<file path="src/rtl/alu_wb_pkg.sv">
// Shared constants and record types for the ALU write-back stage.
// The entry record gives the default write-back entry shape.
package alu_wb_pkg;

   localparam int WB_DEPTH = 2;

   localparam int FLAG_Z = 3;
   localparam int FLAG_N = 2;
   localparam int FLAG_V = 1;
   localparam int FLAG_C = 0;

   localparam int WB_WIDTH = 32;
   localparam int WB_REGW  = 5;

   typedef struct packed {
      logic [WB_WIDTH-1:0] data;
      logic [WB_REGW-1:0]  addr;
   } wb_entry_t;

endpackage

</file>
<file path="src/rtl/wb_fifo2.sv">
// Two-entry in-order FIFO holding pending register-file writes.
// Only the control state is reset; stored entries are only ever exposed while count is non-zero.
module wb_fifo2
   import alu_wb_pkg::*;
#(
   parameter type entry_t = wb_entry_t
) (
   input  logic       clk,
   input  logic       rst_n,
   input  logic       push,
   input  logic       pop,
   input  entry_t     din,
   output entry_t     head,
   output logic [1:0] count
);

   localparam logic [1:0] DEPTH_C = 2'(WB_DEPTH);

   logic [1:0] count_q, count_d;
   logic       wptr_q, wptr_d;
   logic       rptr_q, rptr_d;
   entry_t     mem_q [WB_DEPTH];
   entry_t     mem_d [WB_DEPTH];

   logic push_ok;
   logic pop_ok;

   // Guards make an overflowing push or an underflowing pop a no-op.
   assign push_ok = push && (count_q != DEPTH_C);
   assign pop_ok  = pop && (count_q != 2'd0);

   always_comb begin
      count_d = count_q;
      wptr_d  = wptr_q ^ push_ok;
      rptr_d  = rptr_q ^ pop_ok;
      case ({push_ok, pop_ok})
         2'b10:   count_d = count_q + 2'd1;
         2'b01:   count_d = count_q - 2'd1;
         default: count_d = count_q;
      endcase
   end

   always_comb begin
      mem_d = mem_q;
      if (push_ok) begin
         mem_d[wptr_q] = din;
      end
   end

   always_ff @(posedge clk or negedge rst_n) begin
      if (!rst_n) begin
         count_q <= 2'd0;
         wptr_q  <= 1'b0;
         rptr_q  <= 1'b0;
      end else begin
         count_q <= count_d;
         wptr_q  <= wptr_d;
         rptr_q  <= rptr_d;
      end
   end

   always_ff @(posedge clk) begin
      mem_q <= mem_d;
   end

   assign head  = mem_q[rptr_q];
   assign count = count_q;

endmodule

</file>
<file path="src/rtl/alu_wb_stage.sv">
// ALU write-back stage: R0 filter and status-flag register in front of a
// two-entry write buffer feeding the register file.
module alu_wb_stage
   import alu_wb_pkg::*;
#(
   parameter int WIDTH = 32,
   parameter int REGW  = 5
) (
   input  logic             clk,
   input  logic             rst_n,
   input  logic             in_valid,
   output logic             in_ready,
   input  logic [WIDTH-1:0] in_result,
   input  logic             in_zero,
   input  logic             in_neg,
   input  logic             in_over,
   input  logic             in_carry,
   input  logic [REGW-1:0]  in_dest,
   input  logic             in_setflags,
   output logic             wb_valid,
   input  logic             wb_ready,
   output logic [WIDTH-1:0] wb_data,
   output logic [REGW-1:0]  wb_addr,
   output logic             flag_z,
   output logic             flag_n,
   output logic             flag_v,
   output logic             flag_c
);

   typedef struct packed {
      logic [WIDTH-1:0] data;
      logic [REGW-1:0]  addr;
   } entry_t;

   logic [3:0] flags_q, flags_d;
   logic [1:0] count;
   entry_t     head;
   entry_t     din;
   logic       accept;
   logic       fifo_push;
   logic       fifo_pop;

   // Ready and valid come only from the registered count, so there is no
   // combinational path between the ALU side and the register-file side.
   assign in_ready  = (count != 2'(WB_DEPTH));
   assign wb_valid  = (count != 2'd0);
   assign accept    = in_valid && in_ready;
   assign fifo_push = accept && (in_dest != '0);
   assign fifo_pop  = wb_valid && wb_ready;

   assign din.data = in_result;
   assign din.addr = in_dest;

   wb_fifo2 #(
      .entry_t (entry_t)
   ) u_fifo (
      .clk   (clk),
      .rst_n (rst_n),
      .push  (fifo_push),
      .pop   (fifo_pop),
      .din   (din),
      .head  (head),
      .count (count)
   );

   assign wb_data = wb_valid ? head.data : '0;
   assign wb_addr = wb_valid ? head.addr : '0;

   // Flags follow every accepted result with setflags, including R0 writes.
   always_comb begin
      flags_d = flags_q;
      if (accept && in_setflags) begin
         flags_d[FLAG_Z] = in_zero;
         flags_d[FLAG_N] = in_neg;
         flags_d[FLAG_V] = in_over;
         flags_d[FLAG_C] = in_carry;
      end
   end

   always_ff @(posedge clk or negedge rst_n) begin
      if (!rst_n) begin
         flags_q <= 4'b0000;
      end else begin
         flags_q <= flags_d;
      end
   end

   assign flag_z = flags_q[FLAG_Z];
   assign flag_n = flags_q[FLAG_N];
   assign flag_v = flags_q[FLAG_V];
   assign flag_c = flags_q[FLAG_C];

endmodule

</file>
<file path="config.mk">
export PLATFORM = sky130hd
export DESIGN_NAME = alu_wb_stage
export DESIGN_NICKNAME = d
export VERILOG_FILES = /design/src/rtl/alu_wb_pkg.sv /design/src/rtl/wb_fifo2.sv /design/src/rtl/alu_wb_stage.sv
export SDC_FILE = /design/constraint.sdc
export NUM_CORES = 1
export LEC_CHECK = 0
export ABC_AREA = 1
export ABC_CLOCK_PERIOD_IN_PS = 2350
export BUFFER_PORTS_ARGS = -buffer_cell sky130_fd_sc_hd__buf_4
export CORE_MARGIN = 4
export CORE_UTILIZATION = 29
export DETAILED_ROUTE_END_ITERATION = 7
export PLACE_DENSITY = 0.48
export SLEW_MARGIN = 20
export SYNTH_ARGS = -nofsm -noshare
export SYNTH_HDL_FRONTEND = slang
export SYNTH_SLANG_ARGS = --single-unit
</file>
<file path="constraint.sdc">
create_clock -name clk -period 2.35 [get_ports clk]
set_input_delay 0.3525 -clock clk [delete_from_list [all_inputs] [get_ports clk]]
set_output_delay 0.3525 -clock clk [all_outputs]
set_load 0.05 [all_outputs]
</file>
# After elaboration in Yosys (flattened, before gate mapping)
# Cells that the tools add are included.
# word_totals
regBits,82
inputBits,46
out_inout_bits,43
wordCells,39
# op_classes
addsub,2
n_lt_le_gt_ge,3
n_eq_ne,3
muxes,9
bitwise,4
n_reduce_logical,10
# op_table
op,n
37-bit 2-to-1 mux,4
74-bit bitwise mux,1
37-bit demux with 1-bit select,1
32-bit 2-to-1 mux,1
1-bit logical AND,7
5-bit 2-to-1 mux,1
5-bit nonzero test,1
2-bit greater-or-equal comparator (second input constant),2
1-bit inverter with 2-bit output,2
2-bit one-hot mux with 2 select lines,1
2-bit nonzero test,2
2-bit by 1-bit adder with 2-bit output (second input constant),1
2-bit by 1-bit == test with 1-bit output (second input constant),1
2-bit == test (second input constant),1
2-bit by 1-bit < comparator with 1-bit output (second input constant),1
2-bit inequality test (second input constant),1
2-bit by 1-bit subtractor with 2-bit output (second input constant),1
1-bit XOR,2

# Logic depth before layout (Yosys ltp)
# Gate-level depths: netlist of the first run.
# logic_depth
ltp_word,6
mapped_depth,9
mapped_depth_nobuf,9

# Cells and area by module
# A second synthesis of the first run with hierarchy kept.
# hier_totals
cells_unflattened,329
hier_area_um2,3462.1
# by_module_without_submodules
mod,n_inst,cells_per_inst,area_each_um2,seq_area_each_um2
wb_fifo2,1,222,2940.3,2322.2
alu_wb_stage,1,107,521.8,100.1

# Least setup slack after synthesis of the first run
# No wires, ideal clock.
# synth_path
path_type,register to register
from,reg u_fifo.count_q[0] (netlist: u_fifo.count[0])
to,reg u_fifo.mem_q[0] (netlist name) (enable)
setup_time_ns,0.398
t_arrival_ns,1.693
required_time_ns,1.952
setup_slack_ns,0.259
stages_incl_launch_ff,6
n_path_buf,0
synth_period_minus_slack_ns,2.091
path_cell_list,dfrtp_1 > inv_1 > a21boi_0 > nand2_1 > inv_1 > ha_1
# synth_between
elab_chain_cells,4
# synth_lines
item,line_no,source
from (decl),wb_fifo2.sv:19,"logic [1:0] count_q, count_d;"
from (signal assigned),wb_fifo2.sv:56,count_q <= count_d;
2-bit inequality test *,"wb_fifo2.sv:29, alu_wb_stage.sv:45",
1-bit logical AND,alu_wb_stage.sv:47,assign accept = in_valid && in_ready;
1-bit logical AND,alu_wb_stage.sv:48,assign fifo_push = accept && (in_dest != '0);
1-bit logical AND *,wb_fifo2.sv:29,assign push_ok = push && (count_q != DEPTH_C);
to (signal assigned),wb_fifo2.sv:63,mem_q <= mem_d;
to (decl),wb_fifo2.sv:22,entry_t mem_q [WB_DEPTH];
# Mark *: on every way between the ends. The rest lies on a longest branch, timed or not.
# A chain may end at the register's enable or synchronous reset.

# Worst setup path in the final report of the first run
# layout_path
from,reg u_fifo.rptr_q
to,out wb_data[16]
# layout_between
elab_chain_cells,5
# layout_lines
item,line_no,source
from (decl),wb_fifo2.sv:21,"logic rptr_q, rptr_d;"
from (signal assigned),wb_fifo2.sv:58,rptr_q <= rptr_d;
1-bit inverter with 2-bit output (not written as such),wb_fifo2.sv:66,assign head = mem_q[rptr_q];
37-bit 2-to-1 mux (not written as such) (3 in a row),wb_fifo2.sv:66,
32-bit 2-to-1 mux,alu_wb_stage.sv:66,assign wb_data = wb_valid ? head.data : '0;
to (decl),alu_wb_stage.sv:22,"output logic [WIDTH-1:0] wb_data,"
# Every way passes these cells. The select of a mux whose other input is x is not followed.

==> results.cfg, run 1 <==
[route]
dr.pass1.iters = 4
wire_per_inst_um = 14.4
drcViolationCount = 0
drt_iter0_markers = 81
postRouteAntennaNets = 0
vias_per_cell = 4.44
wirelength_um = 7070
vias = 2174

[timing]
skew_ps = 8.54
finalCritPeriodShare_pct = 88.1
finalCriticalPeriod_ps = 2070
slew_headroom_pct = 70.5
worst_pin_slew_ps = 443
final-max-slew-violation-count = 0
hold_violations = 0
timing.fmax_ghz = 0.483
finalSetupViolations = 0
finalSetupTns_ps = 0
rsz0062_at_grt = false

[placement]
place_congestion = 0.669
dpl_cell_area_um2 = 4020
post-place-cells = 473
hpwl_um = 4490
portBuffers = 88

[logic_synthesis]
synthArstFlopShare_pct = 9.76
yosysUniqueCellTypes = 18
synthTopCellsByArea = edfxtp_1 70%, nand2_1 10%, dfrtp_1 6.3%, a21oi_1 5.8%, buf_4 1.4%
synth_top_area_cell = edfxtp_1
synth_cells = 249
yosys_warnings = 0
synthTopCellsByCount = 89 x nand2_1, 74 x edfxtp_1, 37 x a21oi_1
yosys.area.top_type_share_pct = 69.6
syn_area_um2 = 3190
synth-edff-count = 74
ys.flop_type = edfxtp_1
yosysSeqAreaShare_pct = 75.9
synth_nets = 298
post-synth-top-count-cell = nand2_1
syn_area_per_cell_um2 = 12.8
synth_seq_cells = 82

[outcome]
status = completed

[cts]
clkTransAtPathRegs_ps = 80
root_buffer = clkbuf_8
clock_sinks = 82
cts_resized = 0
cts_tree = built
clk_path_buf_depth = 2
htree_num_levels = 3
clock_latency_ps = 340
cts_setup_buffers = 0
numCtsBuffers = 9

[global_routing]
grt_pass1_vias = 2145
overflow = 0
antenna_found_initial = 0
grt_pass1_wl_um = 11100
grt_use_total_pct = 11.4
grt_max_degree = 39

[finish]
fin_cells = 490
multi_input_area_um2 = 663
nets = 394
area_delta_synth_final_pct = 32.8
layout-drive-gt1-share_pct = 32.6
seq_area_um2 = 2420
finish.utilization_pct = 39.3
fillCellCount = 1046
n_antenna_cell = 0
finalInstanceArea_um2 = 4240

[job]
cap_violations = 0

[critical_path]
cp_max_fo = 38
crit_slowest_cell = dfrtp_1
path_buf_inv = 3
rrSetupSlack_ps = 610
crit_path_end_kind = output port
crit_chain = inv_1 > buf_4 > nand2_1 > a21oi_1 > buf_4
cp_common_cell = buf_4
required_ps = 2000
arrival_ps = 1720
reg2reg_depth = 6
start_kind = register
crit_family = buffers and inverters
cp_num_cells = 5
cp_slowest_stage_delay_ps = 380
criticalPathCategory = reg -> out

[floorplanning]
start_util_pct = 29.6
die_h_um = 113
core_area_um2 = 10800
rows = 38
fp.dieW_um = 113
io_pins = 89
dieArea_um2 = 12700

[worst_hold_path]
hold_class = in -> reg
whs_path_depth = 1
==> flip-flops by register name (all words and copies together), names as in the netlist <==
signal,flops
u_fifo.rptr_q,1
u_fifo.mem_q,74
flags_q,4
u_fifo.count,2
u_fifo.wptr_q,1
==> worst paths after layout <==
| path | start | end |
|---|---|---|
| max in group asynchronous | rst_n | u_fifo.count[1]$_DFFE_PN0P_ |
| worst min-delay path | in_result[4] | u_fifo.mem_q[9]$_DFFE_PP_ |
| worst max-delay path | u_fifo.rptr_q$_DFF_PN0_ | wb_data[16] |
| min in group asynchronous | rst_n | flags_q[3]$_DFFE_PN0P_ |
| worst min register to register | flags_q[3]$_DFFE_PN0P_ | flags_q[3]$_DFFE_PN0P_ |
| worst max register to register | u_fifo.count[0]$_DFFE_PN0P_ | u_fifo.mem_q[49]$_DFFE_PP_ |
==> metrics by stage <==
stage,setup WS (ps),hold WS [ps]
6_report,280,185
4_1_cts,245,171
3_5_place_dp,605,183
3_3_place_gp,610,181
5_1_grt,63.5,151
2_1_floorplan,259,56.9
==> worst reg2reg max path, cell delays in order, from the launching register on <==
cell      delay (ps)
dfrtp_1          440
inv_1            110
a21boi_0         160
nand2_1           90
inv_1             80
ha_2             180
buf_4            330
==> final cells by class <==
class                      instances  area share (%)
clock buffer                      12            3.19
clock inverter                     4            1.80
inverter                          10           0.885
multi-input combinational        145            15.6
sequential                        82            57.1
tap                              140            4.13
timing repair buffer              97            17.2
==> layout by cell type (no fill, tap or decap), drive strengths merged, types with 3 or more instances in the layout <==
cell type,instances
dfrtp,8
nand4,5
a21oi,37
clkbuf,12
inv,10
buf,96
ha,3
nor2,4
nand2,90
edfxtp,74
==> timing repair <==
item	4_1_cts	5_1_grt
hold buffers	1	0
hold endpoints to repair	8	0
endpoints found under the setup margin	0	0
==> routing by layer <==
metal	part of all wire [%]	GRT usage, %
met1	43	13.8
met2	49	18.4
met3	7.4	4.65
met4	1.1	4.09
met5	0	0
==> logic make-up after synthesis <==
group,after synthesis,synth area share [%]
flip-flops,82,75.9
AND/OR/NAND/NOR,102,12.7
buffers and inverters,22,3.72
XOR/XNOR,1,0.274
AO/OA/AOI/OAI,39,6.19
adder cells (fa/ha/maj),3,1.18
Power of run 1 is left out: the tool's default activity adds up to more than one toggle a clock period on the data nets, which glitch-free logic cannot reach.
==> inputs of run 2 (changes only) <==
--- a/config.mk
+++ b/config.mk
@@ -6,12 +6,11 @@
 export NUM_CORES = 1
 export LEC_CHECK = 0
 export ABC_AREA = 1
-export ABC_CLOCK_PERIOD_IN_PS = 2350
 export BUFFER_PORTS_ARGS = -buffer_cell sky130_fd_sc_hd__buf_4
 export CORE_MARGIN = 4
-export CORE_UTILIZATION = 29
+export CORE_UTILIZATION = 51
 export DETAILED_ROUTE_END_ITERATION = 7
-export PLACE_DENSITY = 0.48
+export PLACE_DENSITY = 0.77
 export SLEW_MARGIN = 20
 export SYNTH_ARGS = -nofsm -noshare
 export SYNTH_HDL_FRONTEND = slang
==> results.cfg, run 2 (synthesized netlist as in run 1, its figures left out) <==
[route]
drt_iter0_markers = 88
postRouteAntennaNets = 0
vias = 2133
drcViolationCount = 0
vias_per_cell = 5.02
dr.pass1.iters = 4
wire_per_inst_um = 14.8
wirelength_um = 6310

[global_routing]
overflow = 0
grt_pass1_wl_um = 9890
grt_max_degree = 29
grt_use_total_pct = 17.2
antenna_found_initial = 0
grt_pass1_vias = 2109

[floorplanning]
die_h_um = 87.1
dieArea_um2 = 7590
core_area_um2 = 5990
fp.dieW_um = 87.1
io_pins = 89
start_util_pct = 53.3
rows = 28

[cts]
cts_tree = built
clock_latency_ps = 330
clkTransAtPathRegs_ps = 80
cts_hold_buf = 1
clock_sinks = 82
clk_path_buf_depth = 2
cts_resized = 0
numCtsBuffers = 9
cts_setup_buffers = 0
root_buffer = clkbuf_8
htree_num_levels = 3

[placement]
pre_cts_slack_ps = 531
dpl_cell_area_um2 = 3950
portBuffers = 88
hpwl_um = 4380
place_congestion = 0.735

[critical_path]
crit_path_end_kind = output port
crit_slowest_cell = dfrtp_1
arrival_ps = 1830
r2r_end = u_fifo.mem_q[18]$_DFFE_PP_
crit_start = u_fifo.rptr_q$_DFF_PN0_
rrSetupSlack_ps = 610
crit-reg2reg-launch = u_fifo.count[0]$_DFFE_PN0P_
reg2reg_depth = 6
cp_max_fo = 28
cp_common_cell = buf_4
required_ps = 2000
cp_slowest_stage_delay_ps = 570
path_buf_inv = 2
crit_chain = buf_4 > nand2_1 > a21oi_1 > buf_4
start_kind = register
crit_family = buffers and inverters
criticalPathCategory = reg -> out

[job]
cap_violations = 0

[timing]
rsz0062_at_grt = false
skew_ps = 6.25
setup_slack_ps = 172
timing.fmax_ghz = 0.459
finalCriticalPeriod_ps = 2180
finalSetupViolations = 0
finalSetupTns_ps = 0
final-max-slew-violation-count = 0
slew_headroom_pct = 74.7
finalCritPeriodShare_pct = 92.7
hold_violations = 0
worst_pin_slew_ps = 379

[worst_hold_path]
hold_class = in -> reg
min_delay_worst_endpoint = u_fifo.mem_q[70]$_DFFE_PP_
min_from = in_result[28]
whs_path_depth = 1

[outcome]
status = completed

[finish]
final_common_cell = buf_4
n_antenna_cell = 0
seq_area_um2 = 2420
fillCellCount = 448
nets = 395
multi_input_area_um2 = 663
final_cell_mix = 97 x buf_4, 89 x nand2_1, 74 x edfxtp_1
largest_register = u_fifo.mem_q
largest_reg_flops = 74
finalInstanceArea_um2 = 4110
area_delta_synth_final_pct = 28.6
layout-drive-gt1-share_pct = 32.6
[run 2: per-stage QoR]
step / cells / utilization, % / hold WS (ps)
final: 425 / 68.5 / 201
after global routing: 425 / 68.5 / 181
after CTS: 425 / 68.5 / 187
after detailed placement: 409 / 65.9 / 178
after global placement: 409 / 65.9 / 180
after floorplan: 249 / - / 56.9
[run 2: how the worst max path moves through the flow]
stage	end	slack, ps	cells past startpoint
finish	wb_data[7]	170	4
floorplan	u_fifo.mem_q[0]$_DFFE_PP_	260	5
detailed placement	wb_data[7]	530	4
global placement	wb_data[1]	590	4
CTS	wb_data[7]	140	4
global route	wb_data[7]	30	4
[run 2: routing by layer]
metal / up-vias / track usage [%] / share of wire (%) / routed length [um]
li1: 1055 / - / - / -
met1: 1004 / 21.8 / 41 / 2580
met2: 67 / 28.8 / 51 / 3220
met3: 7 / 3.78 / 7.0 / 439
met4: 0 / 7.11 / 1.1 / 68
met5: - / 0 / 0 / 0
[run 2: layout make-up]
cell class / instances / area share [%]
Clock buffer: 10 / 3.11
Multi-Input combinational cell: 145 / 16.2
Sequential cell: 82 / 59.0
Inverter: 10 / 0.914
Tap cell: 75 / 2.29
Timing Repair Buffer: 98 / 18.0
Clock inverter: 5 / 0.549
Power of run 2 is left out for the same reason.
==> inputs of run 3 (changes only) <==
--- a/config.mk
+++ b/config.mk
@@ -9,6 +9,7 @@
 export BUFFER_PORTS_ARGS = -buffer_cell sky130_fd_sc_hd__buf_4
 export CORE_MARGIN = 4
 export CORE_UTILIZATION = 51
+export CTS_BUF_LIST = sky130_fd_sc_hd__clkbuf_4 sky130_fd_sc_hd__clkbuf_8 sky130_fd_sc_hd__clkbuf_16
 export DETAILED_ROUTE_END_ITERATION = 7
 export PLACE_DENSITY = 0.77
 export SLEW_MARGIN = 20
==> results.cfg, run 3 (synthesized netlist as in run 1, its figures left out) <==
[global_routing]
grt_pass1_vias = 2120
overflow = 0
grt_pass1_wl_um = 9920
grt_use_total_pct = 17.2
grt_max_degree = 29
antenna_found_initial = 0

[critical_path]
required_ps = 2000
start_kind = register
arrival_ps = 1840
cp_max_fo = 28
rrSetupSlack_ps = 600
crit_path_end_kind = output port
criticalPathCategory = reg -> out

[cts]
clock_sinks = 82
clkTransAtPathRegs_ps = 70
clock_latency_ps = 320
numCtsBuffers = 9
htree_num_levels = 3
root_buffer = clkbuf_8
cts_resized = 0
cts_tree = built
cts_setup_buffers = 0
clk_path_buf_depth = 2

[timing]
hold_violations = 0
timing.fmax_ghz = 0.457
worst_pin_slew_ps = 394
finalSetupTns_ps = 0
finalCriticalPeriod_ps = 2190
slew_headroom_pct = 73.7
rsz0062_at_grt = false
finalCritPeriodShare_pct = 93.1
finalSetupViolations = 0
final-max-slew-violation-count = 0
skew_ps = 5.04

[route]
vias = 2121
postRouteAntennaNets = 0
wire_per_inst_um = 14.9
wirelength_um = 6330
dr.pass1.iters = 4
drcViolationCount = 0
drt_iter0_markers = 87
vias_per_cell = 4.99

[job]
cap_violations = 0

[finish]
finish.utilization_pct = 68.6
final_common_cell = buf_4
multi_input_area_um2 = 663
nets = 395
n_antenna_cell = 0
layout-drive-gt1-share_pct = 32.9
final_cell_mix = 97 x buf_4, 89 x nand2_1, 74 x edfxtp_1
fillCellCount = 448
largest_register = u_fifo.mem_q
seq_area_um2 = 2420
largest_reg_flops = 74
area_delta_synth_final_pct = 28.7

[placement]
portBuffers = 88
place_congestion = 0.735
hpwl_um = 4380

[floorplanning]
io_pins = 89
start_util_pct = 53.3
fp.dieW_um = 87.1
dieArea_um2 = 7590
die_h_um = 87.1
core_area_um2 = 5990
rows = 28

[outcome]
status = completed

[worst_hold_path]
hold_class = in -> reg
[run 3: cell counts in the layout (fill, tap and decap cells not counted)]
No cell type changed its count.
[run 3: critical path, cell delays in order (launching register included)]
cell and delay [ps]:
dfrtp_1 580, buf_4 390, nand2_1 100, a21oi_1 200
buf_4 230
[run 3: what timing repair did]
| action | CTS | global route |
|---|---|---|
| hold buffers | 1 | 0 |
| endpoints found under the hold margin | 8 | 0 |
| endpoints found under the setup margin | 0 | 0 |
[run 3: cell type report]
cell class / instances / share of cell area (%)
repair buffers: 98 / 18.0
well taps: 75 / 2.28
flip-flops and latches: 82 / 59.0
inverters: 10 / 0.914
clock inverters: 5 / 0.548
multi-input cells: 145 / 16.1
clock buffers: 10 / 3.20
[run 3: routing by layer]
| layer | vias to the layer above | routed length (um) | track usage, % |
|---|---|---|---|
| met4 | 0 | 14 | 6.69 |
| met2 | 67 | 3290 | 29.0 |
| li1 | 1053 | - | - |
| met5 | - | 0 | 0 |
| met3 | 2 | 452 | 3.78 |
| met1 | 999 | 2570 | 21.8 |
[run 3: stage by stage]
| stage | worst slack, ps | hold slack, ps | area (um^2) | cells |
|---|---|---|---|---|
| 2_1_floorplan | 259 | 56.9 | 3190 | 249 |
| 4_1_cts | 143 | 190 | 4110 | 425 |
| 3_5_place_dp | 531 | 178 | 3950 | 409 |
| 5_1_grt | 31.4 | 182 | 4110 | 425 |
| 3_3_place_gp | 587 | 180 | 3950 | 409 |
| 6_report | 162 | 209 | 4110 | 425 |
[run 3: final timing paths]
kind,start,endpoint,cells after the start
hold / removal,in_result[2],u_fifo.mem_q[7]$_DFFE_PP_,1
max in group asynchronous,rst_n,u_fifo.wptr_q$_DFF_PN0_,2
min in group asynchronous,rst_n,flags_q[3]$_DFFE_PN0P_,2
hold reg to reg,flags_q[3]$_DFFE_PN0P_,flags_q[3]$_DFFE_PN0P_,2
setup reg to reg,u_fifo.count[0]$_DFFE_PN0P_,u_fifo.mem_q[18]$_DFFE_PP_,6
setup / recovery,u_fifo.rptr_q$_DFF_PN0_,wb_data[7],4
Power of run 3 is left out for the same reason.
